### config.mk
export PLATFORM = sky130hd
export DESIGN_NAME = shift_deserializer_16b
export DESIGN_NICKNAME = d
export VERILOG_FILES = /design/src/rtl/shift_deserializer_16b.sv
export SDC_FILE = /design/constraint.sdc
export NUM_CORES = 1
export LEC_CHECK = 0
export ABC_AREA = 1
export CAP_MARGIN = 20
export CORE_ASPECT_RATIO = 1.2
export CORE_MARGIN = 2
export CORE_UTILIZATION = 50
export CTS_CLUSTER_DIAMETER = 200
export DETAILED_ROUTE_END_ITERATION = 7
export DONT_BUFFER_PORTS = 1
export SYNTH_ARGS = -nofsm -noshare
export SYNTH_HDL_FRONTEND = slang
export SYNTH_SLANG_ARGS = --single-unit
export TNS_END_PERCENT = 5
### constraint.sdc
create_clock -name clk -period 4.4 [get_ports clk]
set_input_delay 0.44 -clock clk [delete_from_list [all_inputs] [get_ports clk]]
set_output_delay 0.44 -clock clk [all_outputs]
set_load 0.005 [all_outputs]
### src/rtl/shift_deserializer_16b.sv
// Serial-to-parallel frame collector with start/abort control and a
// valid/ready handshake on the completed word.
module shift_deserializer_16b #(
   parameter int WIDTH     = 16,
   parameter bit LSB_FIRST = 1'b1
) (
   input  logic                     clk,
   input  logic                     r,
   input  logic                     start,
   input  logic                     abort,
   input  logic                     sin,
   input  logic                     bit_en,
   input  logic                     out_ready,
   output logic [WIDTH-1:0]         Q,
   output logic                     out_valid,
   output logic                     busy,
   output logic [$clog2(WIDTH):0]   count,
   output logic                     overrun
);

   localparam int CW = $clog2(WIDTH) + 1;

   localparam logic [1:0] IDLE  = 2'd0;
   localparam logic [1:0] SHIFT = 2'd1;
   localparam logic [1:0] HOLD  = 2'd2;

   logic [1:0]       state;
   logic [WIDTH-1:0] sr;
   logic [WIDTH-1:0] sr_next;
   logic             last_bit;

   always_comb begin
      sr_next  = LSB_FIRST ? {sin, sr[WIDTH-1:1]} : {sr[WIDTH-2:0], sin};
      last_bit = (count == CW'(WIDTH - 1));
   end

   assign busy      = (state == SHIFT);
   assign out_valid = (state == HOLD);

   // Q is loaded only at frame completion so an abort or a partial frame
   // never disturbs the last delivered word.
   always_ff @(posedge clk or negedge r) begin
      if (!r) begin
         state   <= IDLE;
         sr      <= '0;
         Q       <= '0;
         count   <= '0;
         overrun <= 1'b0;
      end else begin
         case (state)
            IDLE: begin
               if (start) begin
                  state   <= SHIFT;
                  count   <= '0;
                  sr      <= '0;
                  overrun <= 1'b0;
               end else if (bit_en) begin
                  overrun <= 1'b1;
               end
            end
            SHIFT: begin
               if (abort) begin
                  state <= IDLE;
                  count <= '0;
               end else if (bit_en) begin
                  sr    <= sr_next;
                  count <= count + CW'(1);
                  if (last_bit) begin
                     Q     <= sr_next;
                     state <= HOLD;
                  end
               end
            end
            HOLD: begin
               if (out_ready && start) begin
                  state   <= SHIFT;
                  count   <= '0;
                  sr      <= '0;
                  overrun <= 1'b0;
               end else begin
                  if (out_ready) state <= IDLE;
                  if (bit_en) overrun <= 1'b1;
               end
            end
            default: state <= IDLE;
         endcase
      end
   end

endmodule

==> results of run 1 <==
## power by group
group	total, W	switching [W]	internal (W)
Combinational	0.000152	0.000107	0.0000444
Sequential	0.000406	0.0000247	0.000381
Clock	0.000261	0.000118	0.000143
## metal layers
metal / vias up / wire length, um / share of wire [%] / track usage (%)
met3: 6 / 119 / 4.0 / 4.48
met4: 0 / 56 / 1.9 / 9.30
li1: 587 / - / - / -
met5: - / 0 / 0 / 0
met1: 556 / 1300 / 43 / 21.2
met2: 30 / 1510 / 51 / 26.0
## cell type report
type                       instances  area share [%]
multi-input combinational        114            34.3
clock buffer                       8            5.26
timing repair buffer               2            1.58
inverter                          26            5.13
tap                               37            2.43
sequential                        39            51.3
## through the flow
stage | cell area [um2] | hold slack, ns | worst slack [ns] | utilization (%) | power (W)
2_1_floorplan | 1780 | 0.144 | 2.90 | - | 0.000538
3_3_place_gp | 1770 | 0.145 | 2.51 | 52.7 | 0.000556
3_5_place_dp | 1770 | 0.145 | 2.47 | 52.7 | 0.000559
4_1_cts | 1900 | 0.248 | 2.46 | 56.5 | 0.000829
5_1_grt | 1900 | 0.242 | 2.22 | 56.5 | 0.000867
6_report | 1900 | 0.252 | 2.48 | 56.5 | 0.000818
## state kept, by name (all words and copies together), names as in the netlist
name and count:
overrun 1, Q 16, sr 15, count 5, state 2
## how the worst max path moves through the flow
stage,startpoint,to,cells after the start
3_3_place_gp,count[0]$_DFFE_PN0P_,Q[4]$_DFFE_PN0P_,7
6_report,count[0]$_DFFE_PN0P_,Q[4]$_DFFE_PN0P_,7
2_1_floorplan,count[0]$_DFFE_PN0P_,Q[10]$_DFFE_PN0P_,8
5_1_grt,count[0]$_DFFE_PN0P_,Q[4]$_DFFE_PN0P_,7
4_1_cts,count[0]$_DFFE_PN0P_,Q[4]$_DFFE_PN0P_,7
3_5_place_dp,count[0]$_DFFE_PN0P_,Q[4]$_DFFE_PN0P_,7
## kinds of logic (layout without fill, tap and decap cells)
group           count (synthesis)  in the layout  synth area share [%]
compound gates                 35             35                  14.6
buf+inv                        31             36                  8.44
simple gates                   77             77                  20.7
fa+ha+maj                       2              2                  1.41
flops                          39             39                  54.9
## synth_stat cells, drive strengths merged
cell	number
inv	26
nand2	58
a21oi	1
nand3	7
nand4	2
ha	2
nor3	1
buf	5
nor2	9
a31oi	2
dfrtp	39
o21ai	32
## what timing repair did
action | 4_1_cts | 5_1_grt
hold buffers | 2 | 0
setup endpoints to repair | 0 | 0
endpoints found under the hold margin | 39 | 0
==> run_results.csv, run 1 <==
group,metric,value,unit
sta,slew_headroom,62.5,%
sta,tns,0,ns
hold_path,hold_path_class,"primary input to register",
setup_path,cp.arrival,2.09,ns
route,routedWlPerCell,13.2,um
setup_path,worstPathRequired,4.57,ns
floorplanning,num_rows,23,
clocking,cts.clk_slew.worst_paths,0.07,ns
sta,setup-violations-final,0,
finish,final.fill_count,328,
finish,seq_area,976,um2
finish,final_common_cell,"nand2_1",
grt,grt_pass1_vias,1177,
setup_path,end_kind,"register",
finish,area_delta_synth_final,6.96,%
logic_synthesis,synth_top_area_share,54.9,%
setup_path,path_class,"register to register",
hold_path,hold_start,"start",
grt,antenna_found_initial,0,
grt,grtUsageTotal,16.9,%
clocking,clockBufferDepth,2,
power,power.density,430,mW/mm2
finish,diodes,0,
floorplanning,io-pin-count,31,
floorplanning,die_x,58.5,um
grt,grt_max_degree,40,
sta,rsz0062_at_grt,"no",
setup_path,crit_chain,"ha_1 > nand2_1 > nor2_1 > ha_1 > nand4_4 > nand2_1 > o21ai_2",
route,firstDrtPassIters,4,
clocking,cts_root_buffer,"clkbuf_8",
route,finalWirelength,2990,um
logic_synthesis,synthCells,184,
power,p_leak,0.888,nW
sta,hold_viol,0,
setup_path,path_max_fanout,33,
floorplanning,core-area,0.00337,mm2
setup_path,cpPeakStageDelay,0.47,ns
hold_path,holdPathStages,1,
status,status,"finished clean",
logic_synthesis,synth_area,0.00178,mm2
finish,nNetsFinal,197,
grt,grt-ovfl-total,0,
clocking,clk_latency,0.29,ns
setup_path,path_buf_inv,0,
clocking,cts_buffers,5,
floorplanning,initial_core_util,52.8,%
logic_synthesis,synth.distinct_cells,21,
clocking,cts_resized,0,
route,vias,1179,
route,drt_iter0_drc,51,
placement,place.gp.congestion,0.721,
logic_synthesis,synth_largest_area_cell,"dfrtp_1",
route,viasPerCell,5.22,
hold_path,hold_end,"overrun$_DFFE_PN0P_",
clocking,cts_tree,"yes",
finish,drive_above_1_share,22.2,%
logic_synthesis,syn_nets,193,
setup_path,slowest_stage,"nand4_4",
clocking,cts_max_level,2,
placement,io_buffers,0,
placement,dp_cells,216,
logic_synthesis,ys_seq_area_share,54.9,%
setup_path,regToRegStartpoint,"count[0]$_DFFE_PN0P_",
finish,multiInputGateArea,653,um2
clocking,cts_setup_buffers,0,
setup_path,ff2ff_path_depth,7,
grt,grt_first_pass_wirelength,5180,um
floorplanning,die_h,69.3,um
route,drc_errors,0,
setup_path,crit_path_start_kind,"register",
logic_synthesis,avgSynthCellArea,9.67,um2
finish,final_cell_mix,"nand2_1, dfrtp_1, inv_1",
setup_path,r2r_end,"Q[4]$_DFFE_PN0P_",
sta,tightest_slew,0.561,ns
clocking,cts.sinks,39,
power,worst_ir_drop_vdd,0.285,mV
route,ant_nets,0,
sta,fmax,520,MHz
sta,post-route-min-period,1.92,ns
finish,fin_cells,226,
sta,timing.final.max_slew_violations,0,
placement,dp_hpwl,2040,um
setup_path,rrSetupSlack,2.48,ns
logic_synthesis,synth.yosys.warnings,0,
setup_path,cpLargestDelayFamily,"simple AND/OR/NAND/NOR gates",
floorplanning,dieArea,0.00405,mm2
logic_synthesis,synth_seq_cells,39,
flow_run,drv_cap,0,
logic_synthesis,synth.area.top_cells,"dfrtp_1, nand2_1, o21ai_2",
sta,fin_skew,0.00288,ns
sta,fin_crit_sh,43.7,%
Note: power is estimated with default switching activity, not from simulation.
==> run 2, diff against run 1 <==
==> constraint.sdc (replaced) <==
create_clock -name clk -period 1.98 [get_ports clk]
set_input_delay 0.198 -clock clk [delete_from_list [all_inputs] [get_ports clk]]
set_output_delay 0.198 -clock clk [all_outputs]
set_load 0.005 [all_outputs]
==> run 2 against run 1 <==
Effect of this change: wire length increased by 0.37%; die area is the same; utilization increased by 0.41 points; sequential share of layout area shrank 0.37 points; first-iteration DRC count down 3.9%; sequential power grew 120%; fmax rose by 20%; combinational power grew 130%; critical path type unchanged; highest routed layer unchanged.
==> run_results.csv, run 2 (synthesized netlist as in run 1, its figures left out) <==
group,metric,value,unit
clocking,cts.clk_slew.worst_paths,0.07,ns
grt,grt_max_degree,40,
placement,dp_hpwl,2080,um
placement,dpl-instance-area,0.00179,mm2
clocking,cts.sinks,39,
finish,top_register,"Q",
power,worst_ir_drop_vdd,0.670,mV
status,status,"finished clean",
clocking,clk_latency,0.29,ns
sta,setup-violations-final,0,
finish,reg_top3,"Q (16), sr (15), count (5)",
setup_path,path_class,"register to register",
finish,seq_area,976,um2
route,ant_nets,0,
floorplanning,dieArea,0.00405,mm2
finish,area_delta_synth_final,7.74,%
clocking,cts_tree,"yes",
finish,final_area,0.00192,mm2
route,drc_errors,0,
sta,fmax,624,MHz
floorplanning,die_h,69.3,um
clocking,cts_max_level,2,
finish,final_cell_mix,"nand2_1, dfrtp_1, inv_1",
clocking,cts_setup_buffers,0,
setup_path,path_max_fanout,33,
route,routedWlPerCell,13.2,um
finish,utilization,56.9,%
sta,tightest_slew,0.384,ns
clocking,clockBufferDepth,2,
finish,largest_reg_flops,16,
flow_run,drv_cap,0,
finish,drive_above_1_share,23.0,%
sta,rsz0062_at_grt,"no",
sta,timing.final.max_slew_violations,0,
grt,grt-ovfl-total,0,
power,power.density,916,mW/mm2
sta,fin_crit_sh,80.9,%
grt,grt_first_pass_wirelength,5330,um
sta,slew_headroom,74.4,%
floorplanning,num_rows,23,
route,viasPerCell,5.18,
sta,fin_skew,0.00717,ns
floorplanning,core-area,0.00337,mm2
finish,multiInputGateArea,653,um2
setup_path,cp.arrival,1.78,ns
finish,nNetsFinal,199,
floorplanning,die_x,58.5,um
placement,place.gp.congestion,0.719,
grt,grtUsageTotal,17.0,%
clocking,cts_buffers,5,
clocking,cts_root_buffer,"clkbuf_8",
floorplanning,initial_core_util,52.8,%
sta,hold_viol,0,
route,finalWirelength,3000,um
setup_path,end_kind,"register",
finish,final.fill_count,320,
sta,post-route-min-period,1.60,ns
clocking,cts_resized,0,
route,vias,1181,
placement,io_buffers,0,
route,drt_iter0_drc,49,
finish,diodes,0,
grt,grt_pass1_vias,1277,
floorplanning,io-pin-count,31,
hold_path,hold_path_class,"primary input to register",
power,p_leak,0.899,nW
setup_path,crit_path_start_kind,"register",
sta,tns,0,ns
route,firstDrtPassIters,4,
setup_path,worstPathRequired,2.16,ns
finish,final_common_cell,"nand2_1",
grt,antenna_found_initial,0,
==> run 2: changes by cell type in the layout (fill, tap and decap cells not counted), sizes merged <==
cell         change
clkinv           +3
dlygate4sd3      +1
clkbuf           -3
buf              +1
==> run 2: area by class of cell <==
| type | instances | area share (%) |
|---|---|---|
| Clock buffer | 5 | 3.59 |
| Clock inverter | 3 | 0.783 |
| Inverter | 26 | 5.09 |
| Multi-Input combinational cell | 114 | 34.1 |
| Sequential cell | 39 | 50.9 |
| Tap cell | 37 | 2.42 |
| Timing Repair Buffer | 4 | 3.13 |
==> run 2: what timing repair did <==
| item | 4_1_cts | 5_1_grt |
|---|---|---|
| endpoints found under the setup margin | 0 | 0 |
| hold buffers | 2 | 1 |
| hold endpoints to repair | 39 | 1 |
==> run 2: worst paths after layout <==
path	from	endpoint	slack [ns]	cells past startpoint
hold reg to reg	sr[11]$_DFFE_PN0P_	sr[11]$_DFFE_PN0P_	0.49	2
setup / recovery	count[0]$_DFFE_PN0P_	Q[4]$_DFFE_PN0P_	0.38	8
setup reg to reg	count[0]$_DFFE_PN0P_	Q[4]$_DFFE_PN0P_	0.38	8
min in group asynchronous	r	Q[10]$_DFFE_PN0P_	0.36	2
hold / removal	sin	Q[15]$_DFFE_PN0P_	0.07	2
max in group asynchronous	r	Q[13]$_DFFE_PN0P_	1.42	2
==> run 2: where the power goes <==
group | leakage (nW) | internal (W) | switching (W)
Sequential | 0.539 | 0.000846 | 0.0000555
Combinational | 0.313 | 0.000101 | 0.000245
Clock | 0.0477 | 0.000241 | 0.000267
Total | 0.899 | 0.00119 | 0.000568
==> run 2: stage by stage <==
| step | hold WS [ns] | std cells | setup slack [ns] | total power [W] |
|---|---|---|---|---|
| after detailed placement | -0.0968 | 217 | 0.378 | 0.00125 |
| final | 0.0690 | 228 | 0.377 | 0.00176 |
| after floorplan | -0.0976 | 184 | 0.481 | 0.00120 |
| after CTS | 0.00612 | 227 | 0.365 | 0.00178 |
| after global routing | 0.0612 | 228 | 0.198 | 0.00186 |
| after global placement | -0.0968 | 217 | 0.421 | 0.00123 |
==> run 2: worst max-delay path: stages, from the launching register on <==
cell	delay (ns)
dfrtp_1	0.46
ha_1	0.20
nand2_1	0.07
nor2_1	0.09
ha_1	0.21
nand4_4	0.12
buf_12	0.20
nand2_1	0.09
o21ai_2	0.05
==> run 2: per-layer routing <==
metal / vias to the layer above / GRT usage [%] / routed length [um] / part of all wire (%)
met4: 0 / 5.43 / 19 / 0.63
met2: 25 / 29.7 / 1590 / 53
li1: 588 / - / - / -
met3: 4 / 6.34 / 153 / 5.1
met1: 564 / 18.4 / 1240 / 41
met5: - / 0 / 0 / 0
==> run 3, diff against run 2 <==
==> constraint.sdc (replaced) <==
create_clock -name clk -period 1.5 [get_ports clk]
set_input_delay 0.15 -clock clk [delete_from_list [all_inputs] [get_ports clk]]
set_output_delay 0.15 -clock clk [all_outputs]
set_load 0.005 [all_outputs]
==> run 3 against run 2 <==
Effect of this change: clock power rose by 36%; highest routed layer unchanged; die area did not move; utilization is 3.4 points higher; via count increased by 1.4%; power rose by 37%; non-clock buffer count rose by 6.
==> run_results.csv, run 3 (synthesized netlist as in run 1, its figures left out) <==
group,metric,value,unit
grt,antenna_found_initial,0,
sta,tns,0,ns
clocking,clockBufferDepth,2,
finish,reg_top3,"Q (16), sr (15), count (5)",
setup_path,rrSetupSlack,0.009,ns
clocking,cts_tree,"yes",
floorplanning,initial_core_util,52.8,%
placement,io_buffers,0,
placement,dp_hpwl,2120,um
status,status,"finished clean",
floorplanning,die_x,58.5,um
finish,drive_above_1_share,32.1,%
route,drc_errors,0,
clocking,cts_root_buffer,"clkbuf_8",
sta,fin_crit_sh,99.4,%
grt,grt_pass1_vias,1226,
setup_path,cp.arrival,1.66,ns
finish,area_delta_synth_final,14.2,%
placement,post-place-ws,-0.00429,ns
clocking,cts.sinks,39,
floorplanning,dieArea,0.00405,mm2
sta,fmax,671,MHz
placement,place.gp.congestion,0.763,
power,seqPwrFrac,48.5,%
finish,largest_reg_flops,16,
sta,timing.final.max_slew_violations,0,
route,firstDrtPassIters,4,
sta,hold_viol,0,
clocking,cts_setup_buffers,0,
sta,rsz0062_at_grt,"yes",
finish,diodes,0,
hold_path,hold_start,"sin",
sta,tightest_slew,0.267,ns
power,p_comb_share,22.6,%
route,routedWlPerCell,12.9,um
finish,fin_cells,233,
clocking,cts_buffers,5,
grt,grt_max_degree,40,
setup_path,path_max_fanout,20,
setup_path,crit_path_start_kind,"register",
sta,fin_skew,0.00388,ns
route,viasPerCell,5.14,
route,vias,1198,
clocking,cts_max_level,2,
route,finalWirelength,3000,um
setup_path,worstPathRequired,1.67,ns
sta,slew_headroom,82.2,%
floorplanning,core-area,0.00337,mm2
power,power.density,1180,mW/mm2
clocking,cts.clk_slew.worst_paths,0.07,ns
power,worst_ir_drop_vdd,0.756,mV
power,power.net_switching,0.000742,W
hold_path,holdPathStages,2,
finish,final_common_cell,"nand2_1",
setup_path,end_kind,"register",
setup_path,path_class,"register to register",
finish,final_cell_mix,"nand2_1, dfrtp_1, inv_1, o21ai_2, nand2_2",
sta,post-route-min-period,1.49,ns
sta,setup-violations-final,0,
setup_path,ff2ff_path_depth,8,
floorplanning,num_rows,23,
flow_run,drv_cap,0,
floorplanning,die_h,69.3,um
power,clockPowerShare,28.9,%
finish,top_register,"Q",
floorplanning,io-pin-count,31,
hold_path,hold_path_class,"primary input to register",
setup_path,r2r_end,"Q[0]$_DFFE_PN0P_",
placement,dp_cells,223,
power,switching_share,30.9,%
route,drt_iter0_drc,59,
setup_path,regToRegStartpoint,"count[0]$_DFFE_PN0P_",
power,p_int,0.00166,W
power,p_leak,0.944,nW
clocking,clk_latency,0.28,ns
finish,nNetsFinal,205,
sta,setup_ws,0.00944,ns
route,ant_nets,0,
finish,utilization,60.3,%
grt,grtUsageTotal,17.7,%
grt,grt_first_pass_wirelength,5470,um
hold_path,hold_end,"Q[15]$_DFFE_PN0P_",
grt,grt-ovfl-total,0,
[run 3: cell count changes in the layout (fill, tap and decap cells not counted), sizes merged]
cell,previous run,this run
clkbuf,5,6
clkinv,3,1
buf,2,8
[run 3: metal layers]
| metal | wire length (um) | track usage, % |
|---|---|---|
| met5 | 0 | 0 |
| met4 | 49 | 6.98 |
| met3 | 145 | 6.16 |
| met2 | 1500 | 29.0 |
| met1 | 1310 | 20.9 |
[run 3: area by class of cell]
| class | instances | area, um2 |
|---|---|---|
| Clock buffer | 6 | 82.6 |
| Multi-Input combinational cell | 114 | 694 |
| Tap cell | 37 | 46.3 |
| Clock inverter | 1 | 5.00 |
| Inverter | 26 | 97.6 |
| Timing Repair Buffer | 10 | 130 |
| Sequential cell | 39 | 976 |
| Fill cell | 291 | 1340 |
[run 3: worst max-delay path by stage]
| stage | startpoint | endpoint | cells past startpoint |
|---|---|---|---|
| detailed placement | count[0]$_DFFE_PN0P_ | Q[0]$_DFFE_PN0P_ | 8 |
| CTS | count[0]$_DFFE_PN0P_ | Q[0]$_DFFE_PN0P_ | 8 |
| finish | count[0]$_DFFE_PN0P_ | Q[0]$_DFFE_PN0P_ | 8 |
| global route | count[0]$_DFFE_PN0P_ | Q[0]$_DFFE_PN0P_ | 8 |
| global placement | count[0]$_DFFE_PN0P_ | Q[0]$_DFFE_PN0P_ | 8 |
| floorplan | count[0]$_DFFE_PN0P_ | Q[10]$_DFFE_PN0P_ | 8 |
[run 3: what timing repair did]
action	CTS	global route
gates resized for setup	1	14
hold buffers	3	0
endpoints found under the hold margin	40	0
setup endpoints to repair	9	16
[run 3: critical path, cell delays in order (launching register included)]
cell and delay (ns):
dfrtp_1 0.36, ha_2 0.19, nand2_2 0.07, nor2_2 0.09
ha_2 0.21, nand4_4 0.14, buf_12 0.19, nand2_1 0.08
o21ai_2 0.05
[run 3: power groups by stage]
stage | clock network (W) | logic [W] | registers [W]
2_1_floorplan | 0 | 0.000384 | 0.00119
3_3_place_gp | 0 | 0.000508 | 0.00118
3_5_place_dp | 0 | 0.000511 | 0.00118
4_1_cts | 0.000720 | 0.000545 | 0.00116
5_1_grt | 0.000770 | 0.000621 | 0.00117
6_report | 0.000693 | 0.000542 | 0.00116
[run 3: metrics by stage]
| step | power (W) | instance area, um2 | hold slack (ns) |
|---|---|---|---|
| final | 0.00240 | 2030 | 0.0211 |
| after detailed placement | 0.00169 | 1860 | -0.145 |
| after CTS | 0.00243 | 1990 | 0.0145 |
| after global placement | 0.00169 | 1860 | -0.145 |
| after global routing | 0.00256 | 2030 | 0.00893 |
| after floorplan | 0.00158 | 1780 | -0.146 |
